## config.mk

```make
export PLATFORM = sky130hd
export DESIGN_NAME = pipeline_stall_ctrl
export DESIGN_NICKNAME = d
export VERILOG_FILES = /design/src/rtl/pipe_ctrl_pkg.sv /design/src/rtl/perf_sat_counter.sv /design/src/rtl/pipeline_stall_ctrl.sv
export SDC_FILE = /design/constraint.sdc
export NUM_CORES = 1
export LEC_CHECK = 0
export ABC_CLOCK_PERIOD_IN_PS = 6500
export BUFFER_PORTS_ARGS = -buffer_cell sky130_fd_sc_hd__buf_2
export CAP_MARGIN = 20
export CORE_MARGIN = 2
export CORE_UTILIZATION = 35
export CTS_BUF_LIST = sky130_fd_sc_hd__clkbuf_4 sky130_fd_sc_hd__clkbuf_8
export DETAILED_ROUTE_END_ITERATION = 8
export PLACE_DENSITY = 0.52
export SLEW_MARGIN = 10
export SYNTH_ARGS = -nofsm -noshare
export SYNTH_HDL_FRONTEND = slang
export SYNTH_SLANG_ARGS = --single-unit
```

## constraint.sdc

```tcl
create_clock -name clk_i -period 6.5 [get_ports clk_i]
set_input_delay 0.325 -clock clk_i [delete_from_list [all_inputs] [get_ports clk_i]]
set_output_delay 0.325 -clock clk_i [all_outputs]
set_load 0.005 [all_outputs]
```

## src/rtl/pipe_ctrl_pkg.sv

```systemverilog
// Shared types and helpers for the pipeline stall/flush sequencer.
package pipe_ctrl_pkg;

  // Multiply-occupancy FSM states.
  typedef enum logic [0:0] {
    RUN      = 1'b0,
    MUL_BUSY = 1'b1
  } mul_state_e;

  // Hazard source that owns the pipeline this cycle, highest priority first.
  typedef enum logic [2:0] {
    SRC_NONE   = 3'd0,
    SRC_MEM    = 3'd1,
    SRC_MUL    = 3'd2,
    SRC_LDUSE  = 3'd3,
    SRC_BRANCH = 3'd4
  } stall_src_e;

  // Per-stage control bundle driven to the pipeline registers.
  typedef struct packed {
    logic pc_write;
    logic ifid_write;
    logic ifid_flush;
    logic idex_write;
    logic idex_bubble;
    logic exmem_write;
    logic exmem_bubble;
    logic memwb_bubble;
  } ctrl_t;

  // While reset is asserted every register is frozen and fed NOPs.
  localparam ctrl_t CTRL_RESET = '{
    pc_write: 1'b0, ifid_write: 1'b0, ifid_flush: 1'b0,
    idex_write: 1'b0, idex_bubble: 1'b1,
    exmem_write: 1'b0, exmem_bubble: 1'b1, memwb_bubble: 1'b1
  };

  // $clog2 that never returns a zero width.
  function automatic int unsigned clog2_min1(input int unsigned val);
    int unsigned w;
    w = $clog2(val);
    return (w < 32'd1) ? 32'd1 : w;
  endfunction

  // Control pattern produced by the winning hazard source.
  function automatic ctrl_t ctrl_for(input stall_src_e src);
    ctrl_t c;
    c = '{pc_write: 1'b1, ifid_write: 1'b1, ifid_flush: 1'b0,
          idex_write: 1'b1, idex_bubble: 1'b0,
          exmem_write: 1'b1, exmem_bubble: 1'b0, memwb_bubble: 1'b0};
    case (src)
      SRC_MEM: begin
        // Freeze everything up to EX/MEM; MEM/WB receives a NOP.
        c.pc_write     = 1'b0;
        c.ifid_write   = 1'b0;
        c.idex_write   = 1'b0;
        c.exmem_write  = 1'b0;
        c.memwb_bubble = 1'b1;
      end
      SRC_MUL: begin
        // MUL stays in EX; a bubble travels into EX/MEM.
        c.pc_write     = 1'b0;
        c.ifid_write   = 1'b0;
        c.idex_write   = 1'b0;
        c.exmem_bubble = 1'b1;
      end
      SRC_LDUSE: begin
        // Dependent instruction waits in ID; a bubble goes into EX.
        c.pc_write    = 1'b0;
        c.ifid_write  = 1'b0;
        c.idex_bubble = 1'b1;
      end
      SRC_BRANCH: begin
        // Squash the wrong-path fetch; PC takes the branch target.
        c.ifid_flush = 1'b1;
      end
      SRC_NONE: begin
        c.pc_write = 1'b1;
      end
      default: begin
        c = CTRL_RESET;
      end
    endcase
    return c;
  endfunction

endpackage

```

## src/rtl/perf_sat_counter.sv

```systemverilog
// Saturating event counter: counts inc_i cycles, sticks at all-ones.
module perf_sat_counter #(
  parameter int W = 32
) (
  input  logic         clk_i,
  input  logic         rst_i,
  input  logic         inc_i,
  output logic [W-1:0] cnt_o
);

  logic [W-1:0] cnt_r;

  // Count up on inc_i until all-ones, then hold.
  always_ff @(posedge clk_i) begin
    if (!rst_i) begin
      cnt_r <= '0;
    end else if (inc_i && (cnt_r != '1)) begin
      cnt_r <= cnt_r + W'(1);
    end
  end

  assign cnt_o = cnt_r;

endmodule

```

## src/rtl/pipeline_stall_ctrl.sv

```systemverilog
// Central stall/flush sequencer: merges D-memory wait, multi-cycle MUL,
// load-use and branch-taken into per-stage write/bubble/flush controls,
// with saturating perf counters and a memory-timeout watchdog.
module pipeline_stall_ctrl
  import pipe_ctrl_pkg::*;
#(
  parameter int MUL_LAT     = 4,
  parameter int MEM_TIMEOUT = 255,
  parameter int CNT_W       = 32
) (
  input  logic             clk_i,
  input  logic             rst_i,
  input  logic             ld_use_i,
  input  logic             br_flush_i,
  input  logic             ex_mul_i,
  input  logic             mem_req_i,
  input  logic             mem_ack_i,
  output logic             pc_write_o,
  output logic             ifid_write_o,
  output logic             ifid_flush_o,
  output logic             idex_write_o,
  output logic             idex_bubble_o,
  output logic             exmem_write_o,
  output logic             exmem_bubble_o,
  output logic             memwb_bubble_o,
  output logic [CNT_W-1:0] stall_cnt_o,
  output logic [CNT_W-1:0] flush_cnt_o,
  output logic             mem_err_o
);

  localparam int unsigned MUL_CNT_W  = clog2_min1(MUL_LAT);
  localparam int unsigned WD_W       = clog2_min1(MEM_TIMEOUT + 1);
  localparam bit          MUL_STALLS = (MUL_LAT > 1);

  mul_state_e           state_r, state_nxt_s;
  logic [MUL_CNT_W-1:0] mul_cnt_r, mul_cnt_nxt_s;
  logic [WD_W-1:0]      wd_cnt_r, wd_cnt_nxt_s;
  logic                 mem_err_r, mem_err_set_s;
  logic                 mem_stall_s;
  logic                 mul_hold_s;
  stall_src_e           src_s;
  ctrl_t                ctrl_s;
  logic                 stall_inc_s, flush_inc_s;

  // An ack in the request cycle is a zero-wait access.
  assign mem_stall_s = mem_req_i & ~mem_ack_i;

  // MUL holds on the issue cycle and while the remaining count is non-zero.
  always_comb begin
    mul_hold_s = 1'b0;
    case (state_r)
      RUN:      mul_hold_s = ex_mul_i & MUL_STALLS;
      MUL_BUSY: mul_hold_s = (mul_cnt_r != '0);
      default:  mul_hold_s = 1'b0;
    endcase
  end

  // Fixed-priority arbitration: MEM > MUL > LDUSE > BRANCH.
  always_comb begin
    src_s = SRC_NONE;
    if (mem_stall_s) begin
      src_s = SRC_MEM;
    end else if (mul_hold_s) begin
      src_s = SRC_MUL;
    end else if (ld_use_i) begin
      src_s = SRC_LDUSE;
    end else if (br_flush_i) begin
      src_s = SRC_BRANCH;
    end else begin
      src_s = SRC_NONE;
    end
  end

  // Stage controls; reset overrides every source.
  always_comb begin
    ctrl_s = CTRL_RESET;
    if (!rst_i) begin
      ctrl_s = CTRL_RESET;
    end else begin
      ctrl_s = ctrl_for(src_s);
    end
  end

  // MUL FSM next state; a memory stall freezes it in place.
  always_comb begin
    state_nxt_s   = state_r;
    mul_cnt_nxt_s = mul_cnt_r;
    if (mem_stall_s) begin
      state_nxt_s   = state_r;
      mul_cnt_nxt_s = mul_cnt_r;
    end else begin
      case (state_r)
        RUN: begin
          if (ex_mul_i && MUL_STALLS) begin
            state_nxt_s   = MUL_BUSY;
            mul_cnt_nxt_s = MUL_CNT_W'(MUL_LAT - 2);
          end else begin
            state_nxt_s   = RUN;
          end
        end
        MUL_BUSY: begin
          if (mul_cnt_r != '0) begin
            mul_cnt_nxt_s = mul_cnt_r - MUL_CNT_W'(1);
          end else begin
            state_nxt_s   = RUN;
          end
        end
        default: begin
          state_nxt_s   = RUN;
          mul_cnt_nxt_s = '0;
        end
      endcase
    end
  end

  // MUL FSM state register.
  always_ff @(posedge clk_i) begin
    if (!rst_i) begin
      state_r   <= RUN;
      mul_cnt_r <= '0;
    end else begin
      state_r   <= state_nxt_s;
      mul_cnt_r <= mul_cnt_nxt_s;
    end
  end

  // Watchdog next value: count consecutive stalls, saturating at the limit.
  always_comb begin
    wd_cnt_nxt_s  = '0;
    mem_err_set_s = 1'b0;
    if (mem_stall_s) begin
      if (wd_cnt_r != WD_W'(MEM_TIMEOUT)) begin
        wd_cnt_nxt_s = wd_cnt_r + WD_W'(1);
      end else begin
        wd_cnt_nxt_s = wd_cnt_r;
      end
      // This stall is the MEM_TIMEOUT-th in a row (or later).
      mem_err_set_s = (wd_cnt_r >= WD_W'(MEM_TIMEOUT - 1));
    end else begin
      wd_cnt_nxt_s  = '0;
      mem_err_set_s = 1'b0;
    end
  end

  // Watchdog counter and sticky timeout flag.
  always_ff @(posedge clk_i) begin
    if (!rst_i) begin
      wd_cnt_r  <= '0;
      mem_err_r <= 1'b0;
    end else begin
      wd_cnt_r  <= wd_cnt_nxt_s;
      mem_err_r <= mem_err_r | mem_err_set_s;
    end
  end

  assign stall_inc_s = rst_i & ~ctrl_s.pc_write;
  assign flush_inc_s = rst_i & ctrl_s.ifid_flush;

  perf_sat_counter #(.W(CNT_W)) u_stall_cnt (
    .clk_i (clk_i),
    .rst_i (rst_i),
    .inc_i (stall_inc_s),
    .cnt_o (stall_cnt_o)
  );

  perf_sat_counter #(.W(CNT_W)) u_flush_cnt (
    .clk_i (clk_i),
    .rst_i (rst_i),
    .inc_i (flush_inc_s),
    .cnt_o (flush_cnt_o)
  );

  assign pc_write_o     = ctrl_s.pc_write;
  assign ifid_write_o   = ctrl_s.ifid_write;
  assign ifid_flush_o   = ctrl_s.ifid_flush;
  assign idex_write_o   = ctrl_s.idex_write;
  assign idex_bubble_o  = ctrl_s.idex_bubble;
  assign exmem_write_o  = ctrl_s.exmem_write;
  assign exmem_bubble_o = ctrl_s.exmem_bubble;
  assign memwb_bubble_o = ctrl_s.memwb_bubble;
  assign mem_err_o      = mem_err_r;

endmodule

```

Word-level counts from Yosys, hierarchy flattened
Cells that the tools add are included.

storage, ports and cells
  bits in registers = 76

operators by class
  add/subtract/negate cells = 4
  magnitude comparators = 1
  eq/ne operators = 9
  muxes and demuxes = 20
  bitwise gates (word level) = 8
  reductions and logical operators = 11

operators with widths
  kind                   number
  $add 32x1->32 const B  2
  $ne 32x32->1 const B   2
  $mux 3                 4
  $reduce_or 4->1        3
  $mux 1                 10
  $add 8x1->8 const B    1
  $ge 8x8->1 const B     1
  $mux 8                 1
  $ne 8x8->1 const B     1
  $eq 3x2->1 const B     2
  $mux 2                 2
  $not 1->1              4
  $pmux 1 s2             2
  $pmux 2 s2             1
  $and 1x1->1            3
  $eq 3x1->1 const B     1
  $eq 3x3->1 const B     1
  $logic_not 3->1        1
  $reduce_and 3->1       1
  $reduce_or 3->1        1
  $logic_and 1x1->1      2
  $ne 2x1->1 const B     1
  $ne 2x2->1 const B     1
  $reduce_and 2->1       1
  4 further kinds        4

Logic depth before layout (Yosys ltp)
  depth after elaboration = 11
  mapped depth = 10
  gate-level depth less buffers = 7

By module
Synthesis repeated with hierarchy kept, for this count alone.

second synthesis, totals
  cell total of the unflattened synthesis = 477
  area, all modules = 4065.1 µm²

modules (own cells, without submodules)
  module               times used  cells each  area an instance (µm²)  seq. area each (µm²)
  perf_sat_counter     2           200         1704.1                  640.6
  pipeline_stall_ctrl  1           77          656.9                   240.2

Least setup slack after synthesis
Ideal clock, no wire load.

  kind = register to register
  start point = register mul_cnt_r[0]
  end point = register u_flush_cnt.cnt_r[28] (netlist: u_flush_cnt.cnt_o[28])
  setup time = 0.070 ns
  arrival = 2.197 ns
  slack = 4.233 ns
  stages on the path, launching flop included = 10
  buffers on the path = 2
  path through = dfxtp_1 inv_1 ha_1 nor2b_4 or4_4 buf_6 or2_1 clkbuf_2 or4_1 a21oi_1

between the ends
  cells in the longest elaborated chain, start to end = 9

ends and longest elaborated chain
  what                      line                        source
  start: declaration        pipeline_stall_ctrl.sv:36   logic [MUL_CNT_W-1:0] mul_cnt_r, mul_cnt_nxt_s;
  start signal: assignment  pipeline_stall_ctrl.sv:123  mul_cnt_r <= mul_cnt_nxt_s;
  $reduce_bool 2->1         pipeline_stall_ctrl.sv:53   MUL_BUSY: mul_hold_s = (mul_cnt_r != '0);
  $pmux 1 s2                pipeline_stall_ctrl.sv:51   case (state_r)
  $mux 3                    pipeline_stall_ctrl.sv:63   end else if (mul_hold_s) begin
  $mux 3                    pipeline_stall_ctrl.sv:61   if (mem_stall_s) begin
  $eq 3x3->1                pipe_ctrl_pkg.sv:51         case (src)
  $mux 1                    pipe_ctrl_pkg.sv:51
  $mux 8                    pipeline_stall_ctrl.sv:77   if (!rst_i) begin
  $and 1x1->1               pipeline_stall_ctrl.sv:157  assign flush_inc_s = rst_i & ctrl_s.ifid_flush;
  $logic_and 1x1->1         perf_sat_counter.sv:17      end else if (inc_i && (cnt_r != '1)) begin
  end signal: assignment    perf_sat_counter.sv:18      cnt_r <= cnt_r + W'(1);
  end: declaration          perf_sat_counter.sv:11      logic [W-1:0] cnt_r;

No other way between the ends.
A chain may end at the register's enable or synchronous reset.

Final worst setup path
  start point = register mul_cnt_r[0]
  end point = output ifid_flush_o

between the ends
  cells in the longest elaborated chain, start to end = 7

ends and longest elaborated chain
  what               line                       source
  $reduce_bool 2->1  pipeline_stall_ctrl.sv:53
  $pmux 1 s2         pipeline_stall_ctrl.sv:51
  $mux 3             pipeline_stall_ctrl.sv:63
  $mux 3             pipeline_stall_ctrl.sv:61
  $eq 3x3->1         pipe_ctrl_pkg.sv:51
  $mux 1             pipe_ctrl_pkg.sv:51
  $mux 8             pipeline_stall_ctrl.sv:77
  end: declaration   pipeline_stall_ctrl.sv:20  output logic ifid_flush_o,

No other way between the ends.

==> flow_metrics.tcl <==
set metrics [dict create \
    outcome "completed" \
    final_common_cell "buf_2" \
    ctsHoldBuffers 0 \
    clock_skew_ns 0.00847 \
    fin_setup_tns_ns 0 \
    use_met1 0.233 \
    finalSetupViolCount 0 \
    cts_buffers 9 \
    grt_util_met2 0.272 \
    ys.flop_type "dfxtp_1" \
    grt-ovfl-total 0 \
    synth_seq_cells 76 \
    vdd_ir_drop_max_mv 0.0798 \
    synthCells 499 \
    syn-cell-area_um2 4080 \
    fillers 1189 \
    cp_cell_sequence "inv_1 > ha_1 > nor2b_4 > nor4_4 > buf_4 > nand2_1 > inv_1 > buf_2" \
    dpl.hpwl_um 7320 \
    rsz0062_at_grt "no" \
    die_h_um 112 \
    antenna_cells 0 \
    p_sw_mw 0.224 \
    first_global_vias 3649 \
    worstPathRequired_ns 6.17 \
    antenna_found_initial 0 \
    path_class "register to output pin" \
    clk_pin_slew_worst_paths_ns 0.08 \
    syn_avg_cell_area_um2 8.18 \
    slew_violations 0 \
    syn_to_final_growth_pct 17.5 \
    root_buffer "clkbuf_8" \
    ys_async_sr_fraction 0 \
    ys_seq_area_frac 0.373 \
    gp_congestion 0.769 \
    fp.coreArea_um2 11400 \
    finalCriticalPeriod_ns 2.77 \
    synth.distinct_cells 51 \
    drt_iter0_drc 251 \
    ys_warn_count 0 \
    drc 0 \
    synth_top_area_cell "dfxtp_1" \
    intPower_mw 0.739 \
    arrival_ns 2.45 \
    cp-end-kind "output pin" \
    yosys.area.top_type_share 0.373 \
    globalRouteTotalUtil 0.174 \
    grt_pass1_wl_um 18000 \
    start_util 0.357 \
    die_w_um 112 \
    dr.pass1.iters 4 \
    p_leak_nw 1.71 \
    nets 575 \
    grt.busiest_layer "met2" \
    syn_nets 511 \
    fin_crit_sh 0.426 \
    cp_max_fo 32 \
    clockBufferDepth 2 \
    clk_latency_ns 0.37 \
    wl_um 10800 \
    cts_sinks 76 \
    crit_top_cell "inv_1" \
    regArea_um2 1520 \
    vias 3956 \
    detail-route-antenna-nets 0 \
    use_met3 0.0392 \
    synth_edf_count 0 \
    cts_max_level 3 \
    cts_repair_resize_count 0 \
    wl_per_cell_um 15.1 \
    rows 39 \
    final_cell_mix "79 x buf_2, 76 x dfxtp_1, 58 x nand2_1" \
    cts_tree "yes" \
    relSlewSlack 0.372 \
    vias_per_cell 5.56 \
    p_clk_frac 0.457 \
    tightestPinTransition_ns 0.939 \
    startpoint_type "register" \
    multi_input_area_um2 2360 \
    power_density_nw_per_um2 201 \
    cts_setup_buffers 0 \
    portBuffers 79 \
    synth_area_leaders "dfxtp_1 37%, nand2_1 5.3%, mux2i_1 4.9%" \
    swShare 0.233 \
    cp_slowest_cell "nand2_1" \
    p_comb_frac 0.051 \
    max_freq_mhz 361 \
    ioPinCount 80 \
    hold_class "input port to register" \
    drive_above_1_share 0.199 \
    drv_cap 0 \
    grt_max_degree 59 \
    seqPwrFrac 0.492 \
    hold_viol 0 \
    die_area_um2 12500 \
    holdWs_ns 0.265 \
    max_stage_delay_ns 0.57 \
]
## worst max-delay path, delay by kind of cell (launching register included)
family / cells / cell delay (ns)
adders and majority gates: 1 / 0.24
buffers and inverters: 4 / 0.61
DFF: 1 / 0.33
and+or+nand+nor: 3 / 0.88
## stage by stage
step	utilization	std cells	setup slack (ns)	cell area, um^2	total power, mW
6_report	0.420	711	3.73	4800	0.963
5_1_grt	0.420	711	3.50	4800	0.999
4_1_cts	0.420	711	3.71	4800	0.977
3_5_place_dp	0.399	695	3.84	4560	0.535
3_3_place_gp	0.399	695	3.85	4560	0.534
2_1_floorplan	-	499	4.23	4080	0.518
## registers in the layout (all words and copies together), names as in the netlist
| register | count |
|---|---|
| mem_err_o | 1 |
| mul_cnt_r | 2 |
| state_r | 1 |
| u_flush_cnt.cnt_o | 32 |
| u_stall_cnt.cnt_o | 32 |
| wd_cnt_r | 8 |
## power by group through the flow
stage / combinational [mW] / clock, mW / sequential [mW]
floorplan: 0.0340 / 0 / 0.484
global placement: 0.0488 / 0 / 0.485
detailed placement: 0.0496 / 0 / 0.485
CTS: 0.0498 / 0.453 / 0.474
global route: 0.0554 / 0.469 / 0.475
finish: 0.0489 / 0.440 / 0.474
## per-layer routing
| metal | up-vias | routed length, um | part of all wire |
|---|---|---|---|
| met1 | 1858 | 5250 | 0.49 |
| met3 | 12 | 488 | 0.045 |
| li1 | 2011 | - | - |
| met4 | 0 | 192 | 0.018 |
| met2 | 75 | 4820 | 0.45 |
| met5 | - | 0 | 0 |
## final cells by class
cell class | instances | area share
Multi-Input combinational cell | 376 | 0.493
Sequential cell | 76 | 0.317
Inverter | 16 | 0.0125
Timing Repair Buffer | 84 | 0.0902
Clock inverter | 3 | 0.0141
Clock buffer | 13 | 0.0360
Tap cell | 143 | 0.0373
## cell families (layout without fill, tap and decap cells)
kind of cell	Yosys count	after routing	synth area share
AOI/OAI and AO/OA	102	102	0.162
muxes	20	20	0.0490
DFF	76	76	0.373
and+or+nand+nor	245	245	0.344
buffers and inverters	47	116	0.0481
adders and majority gates	5	5	0.0153
xor gates and xnor gates	4	4	0.00859
## cell usage after synthesis, types with 2 or more instances
cell / number
o21ai_0: 11
buf_2: 6
nor3_1: 8
or4b_2: 2
or4_1: 23
or2_2: 3
clkbuf_1: 22
nand4_1: 19
nor4_4: 2
and4_1: 3
mux2i_1: 20
and3_1: 6
nand4_2: 2
a21oi_1: 39
o31ai_1: 26
nor2b_1: 2
o41ai_1: 5
a31oi_1: 2
nand2_1: 58
nor4b_1: 6
ha_1: 5
or3_1: 9
o31a_1: 3
dfxtp_1: 76
o211ai_1: 3
nand2b_1: 17
xnor2_1: 3
nor4_1: 21
o21a_1: 3
nand3_1: 30
inv_1: 16
o311ai_0: 3
nor2_1: 26
and2_1: 2
## path summary, 6_finish.rpt
check	from	to	slack [ns]	cells after the start
setup / recovery	mul_cnt_r[0]$_SDFFE_PN0P_	ifid_flush_o	3.73	8
hold / removal	ex_mul_i	state_r$_SDFFE_PN0N_	0.26	3
setup reg to reg	mul_cnt_r[0]$_SDFFE_PN0P_	u_flush_cnt.cnt_o[15]$_SDFFE_PN0P_	3.80	8
hold reg to reg	mul_cnt_r[1]$_SDFFE_PN0P_	mul_cnt_r[1]$_SDFFE_PN0P_	0.46	2
No activity file was read; power rests on OpenSTA's default activity.
